--- src/rtl/mbv_result_collector.sv ---
// mbv_result_collector
// Reassembles U-element result beats from the tridiagonal matrix-by-vector
// engine into one MSB-first vector of N elements. Padding elements of the
// final beat are dropped. The vector is held with done=1 until start drops.
//
// Handshake: in_valid qualifies in_data for exactly one cycle. There is no
// ready signal because the block accepts a beat on every cycle it is in
// COLLECT. Beats in IDLE are ignored. Beats in DONE are ignored and set the
// sticky overflow flag.
module mbv_result_collector #(
  parameter int no_of_eqn_per_cluster = 10,
  parameter int element_width         = 32,
  parameter int no_of_units           = 4,
  parameter int no_of_beats           = (no_of_eqn_per_cluster + no_of_units - 1) / no_of_units
) (
  input  logic                                       clk,
  input  logic                                       reset,
  input  logic                                       start,
  input  logic                                       in_valid,
  input  logic [no_of_units*element_width-1:0]           in_data,
  output logic [no_of_eqn_per_cluster*element_width-1:0] out_vector,
  output logic                                       done,
  output logic                                       busy,
  output logic                                       overflow,
  output logic [1:0]                                 state_dbg
);

  localparam int N  = no_of_eqn_per_cluster;
  localparam int EW = element_width;
  localparam int U  = no_of_units;
  localparam int B  = no_of_beats;
  localparam int CW = $clog2(B) + 1;

  typedef enum logic [1:0] {
    S_IDLE    = 2'd0,
    S_COLLECT = 2'd1,
    S_DONE    = 2'd2
  } state_t;

  state_t          state;
  state_t          state_next;
  logic [CW-1:0]   beat_cnt;
  logic            clear_vec;
  logic            write_beat;
  logic            clear_cnt;
  logic            set_ovf;
  logic            last_beat;

  assign last_beat = (beat_cnt == CW'(B - 1));

  // State register; reset wins over everything else.
  always_ff @(posedge clk) begin
    if (reset) begin
      state <= S_IDLE;
    end else begin
      state <= state_next;
    end
  end

  // Next-state and datapath control decode. start outranks in_valid, so an
  // abort coinciding with a beat never writes that beat.
  always_comb begin
    state_next = state;
    clear_vec  = 1'b0;
    write_beat = 1'b0;
    clear_cnt  = 1'b0;
    set_ovf    = 1'b0;
    case (state)
      S_IDLE: begin
        if (start) begin
          state_next = S_COLLECT;
          clear_vec  = 1'b1;
          clear_cnt  = 1'b1;
        end
      end
      S_COLLECT: begin
        if (!start) begin
          state_next = S_IDLE;
          clear_cnt  = 1'b1;
        end else if (in_valid) begin
          write_beat = 1'b1;
          if (last_beat) begin
            state_next = S_DONE;
          end
        end
      end
      S_DONE: begin
        if (!start) begin
          state_next = S_IDLE;
          clear_cnt  = 1'b1;
        end else if (in_valid) begin
          set_ovf = 1'b1;
        end
      end
      default: begin
        state_next = S_IDLE;
        clear_cnt  = 1'b1;
      end
    endcase
  end

  // Beat counter: cleared on COLLECT entry and on abort, bumped per beat.
  always_ff @(posedge clk) begin
    if (reset || clear_cnt) begin
      beat_cnt <= '0;
    end else if (write_beat) begin
      beat_cnt <= beat_cnt + CW'(1);
    end
  end

  // Vector assembly: equation k comes from element k%U of beat k/U. Equations
  // never addressed by a beat index are padding positions and do not exist,
  // so padding in the last beat simply has no destination.
  always_ff @(posedge clk) begin
    if (reset || clear_vec) begin
      out_vector <= '0;
    end else if (write_beat) begin
      for (int k = 0; k < N; k++) begin
        if (int'(beat_cnt) == k / U) begin
          out_vector[EW*(N-k)-1 -: EW] <= in_data[EW*(U-(k%U))-1 -: EW];
        end
      end
    end
  end

  // Sticky overflow: only reset clears it.
  always_ff @(posedge clk) begin
    if (reset) begin
      overflow <= 1'b0;
    end else if (set_ovf) begin
      overflow <= 1'b1;
    end
  end

  assign done      = (state == S_DONE);
  assign busy      = (state == S_COLLECT);
  assign state_dbg = state;

endmodule

--- config.mk ---
export PLATFORM = sky130hd
export DESIGN_NAME = mbv_result_collector
export DESIGN_NICKNAME = d
export VERILOG_FILES = /design/src/rtl/mbv_result_collector.sv
export SDC_FILE = /design/constraint.sdc
export NUM_CORES = 1
export LEC_CHECK = 0
export CORE_AREA = 8 8 170 172
export DETAILED_ROUTE_END_ITERATION = 16
export DIE_AREA = 0 0 178 180
export PLACE_DENSITY = 0.84
export SLEW_MARGIN = 20
export SYNTH_ARGS = -nofsm -noshare
export SYNTH_HDL_FRONTEND = slang
export SYNTH_SLANG_ARGS = --single-unit
--- constraint.sdc ---
create_clock -name clk -period 2.7 [get_ports clk]
set_input_delay 0.54 -clock clk [delete_from_list [all_inputs] [get_ports clk]]
set_output_delay 0.54 -clock clk [all_outputs]
set_load 0.1 [all_outputs]
==> flow_summary.yaml <==
die:
  pin_count: 457
  core_area_um2: 26400
  fp.dieArea_um2: 32000
  die_h_um: 180
  die-width_um: 178
  initial_core_util: 0.435
  rows: 60
sta:
  min_period_ns: 2.09
  skew_ns: 0.0161
  max_freq_mhz: 479
  worstMarginPinSlew_ns: 0.677
  fin_tns_setup_ns: 0
  slew_violations: 0
  setup_viol: 0
  post-route-period-util: 0.774
  slew_headroom: 0.549
  finalHoldViolations: 0
  setup_ws_ns: 0.611
  grt_setup_unrepaired: "no"
  whs_ns: 0.452
global_route:
  overflow: 0
  grt_pass1_wl_um: 61900
  antenna_found_initial: 1
  grt_max_degree: 146
  track_usage: 0.237
  grt_pass1_vias: 11352
power_and_ir_drop:
  p_int_uw: 8010
  power.density_nw_per_um2: 681
  comb_power_share: 0.166
  netSwitchingPower_uw: 3310
  p_sw_frac: 0.292
  p_leak_uw: 0.00630
  seqPwrFrac: 0.438
  peakVddDrop_mv: 0.552
  pwr-share-clk: 0.396
yosys:
  synthDistinctLibCells: 27
  yosys.area.top_type: "dfxtp_1"
  ys_ff_latch: 326
  ys_top_cells_by_area: "dfxtp_1, nand2_1, a21oi_1"
  yosysMostFrequentCell: "nand2_1"
  yosysSeqAreaShare: 0.569
  avgSynthCellArea_um2: 7.97
  synth_top_cell_area_share: 0.569
  synth_common_cells: "nand2_1, dfxtp_1, a21oi_1"
  syn_nets: 1581
  synth_warnings: 0
  syn-cell-area_um2: 11500
  synth_ff_type: "dfxtp_1"
  synth_edf_count: 0
  synthArstFlopShare: 0
  syn-instance-count: 1439
clock_tree:
  cts_buffer_depth: 3
  cts.sinks: 326
  tritoncts: "built"
  cts_buffers: 36
  clk_pin_slew_ns: 0.06
  insertion_delay_ns: 0.50
  htree_num_levels: 2
  holdBufCountCts: 0
  post_cts_buffers: 0
  post_cts_resized: 0
  cts-root-buf: "clkbuf_16"
min_path:
  hold_end: "out_vector[109]"
  hp-start: "out_vector[109]"
  hold_depth: 2
  hp-class: "flop to flop"
worst_setup_path:
  worst_setup_path_end_kind: "output pin"
  start_kind: "flop"
  worstReg2RegEnd: "out_vector[280]"
  cp.required_ns: 2.16
  r2r_cells: 8
  arrival_ns: 1.55
  crit_slowest_cell: "dfxtp_2"
  worstReg2RegStart: "state_dbg[1]"
  cp_max_fo: 5
  cp_slowest_stage_delay_ns: 0.35
  crit_path_start: "state_dbg[0]"
  cp_cell_sequence: "inv_1 -> ha_1 -> buf_4"
  worstSetupPathType: "flop to output pin"
  r2r_slack_ns: 0.61
drt:
  drt-wirelength-per-cell_um: 18.1
  viasPerCell: 5.15
  drcViolationCount: 0
  drt_wl_total_um: 40200
  drt_first_pass_iters: 5
  ant_nets: 0
  drt-initial-drc-count: 876
  num_vias: 11439
run:
  maxCapViolations: 0
placed_design:
  place.gp.congestion: 0.854
  portBuffers: 456
  dp_hpwl_um: 28500
  post-place-ws_ns: 0.279
layout:
  fillers: 2193
  syn2layout_area_growth_pct: 44.8
  drive_gt1_frac: 0.221
  num-nets-final: 1997
run_status:
  outcome: "finished, final reports clean"
power groups by stage:
stage / sequential (µW) / combinational (µW) / clock [µW]
2_1_floorplan: 5640 / 649 / 0
5_1_grt: 4960 / 1970 / 4770
3_5_place_dp: 5060 / 1860 / 0
4_1_cts: 4950 / 1870 / 4570
6_report: 4950 / 1880 / 4490
3_3_place_gp: 5050 / 1850 / 0
stage by stage:
| stage | area (µm²) | power (µW) | instances | utilization |
|---|---|---|---|---|
| after floorplan | 11500 | 6290 | 1439 | - |
| final | 16600 | 11300 | 2222 | 0.630 |
| after global placement | 15500 | 6900 | 2158 | 0.589 |
| after global routing | 16600 | 11700 | 2222 | 0.630 |
| after detailed placement | 15500 | 6920 | 2158 | 0.589 |
| after CTS | 16600 | 11400 | 2221 | 0.630 |
critical path, delay by kind of cell, from the launching register on:
kind | cells | cell delay, ns
adders and majority gates | 1 | 0.24
buffers and inverters | 2 | 0.46
DFF | 1 | 0.35
placed cells by master (no fill, tap or decap), types with 2 or more instances in the layout:
cell type	netlist	layout
nand2_1	644	644
buf_4	34	337
dfxtp_1	326	324
a21oi_1	321	321
clkdlybuf4s50_1	0	131
clkbuf_16	0	37
buf_12	0	17
clkbuf_1	34	11
ha_1	10	9
clkinv_2	0	8
inv_1	5	5
nor2_1	5	5
clkinvlp_4	0	4
clkbuf_8	0	3
nor3b_4	0	2
nand3b_1	2	2
nor2b_1	2	2
o41ai_1	2	2
dfxtp_2	0	2
per-layer routing:
layer,vias to the layer above,GRT usage,wire length (µm)
met5,-,0,0
met4,0,0.108,1860
met3,118,0.0719,3980
met2,528,0.410,19800
met1,5347,0.261,14500
li1,5446,-,-
how the worst max path moves through the flow:
stage                 endpoint  cells past startpoint
2_1_floorplan   out_vector[10]                      7
3_3_place_gp   out_vector[278]                      7
3_5_place_dp   out_vector[280]                      7
4_1_cts                   done                      3
5_1_grt        out_vector[288]                      8
6_report                  done                      3
state kept, by name (all words and copies together) (netlist names):
name,cells
beat_cnt,3
overflow,1
out_vector,320
state_dbg,2
kinds of logic after synthesis:
| family | count (synthesis) | synth area share |
|---|---|---|
| simple gates | 661 | 0.221 |
| compound gates | 327 | 0.145 |
| flops | 326 | 0.569 |
| buf+inv | 112 | 0.0526 |
| fa+ha+maj | 10 | 0.0109 |
| xor+xnor | 2 | 0.00153 |
| mux | 1 | 0.000873 |
area by class of cell:
class                           instances  area [µm²]  area share
Antenna cell                            1        2.50    0.000151
Clock buffer                           51        1010      0.0607
Clock inverter                         12        70.1     0.00422
Inverter                                5        18.8     0.00113
Multi-Input combinational cell       1001        4370       0.263
Sequential cell                       326        6530       0.393
Tap cell                              341         427      0.0257
Timing Repair Buffer                  485        4180       0.252
Note: power is estimated with default switching activity, not from simulation.
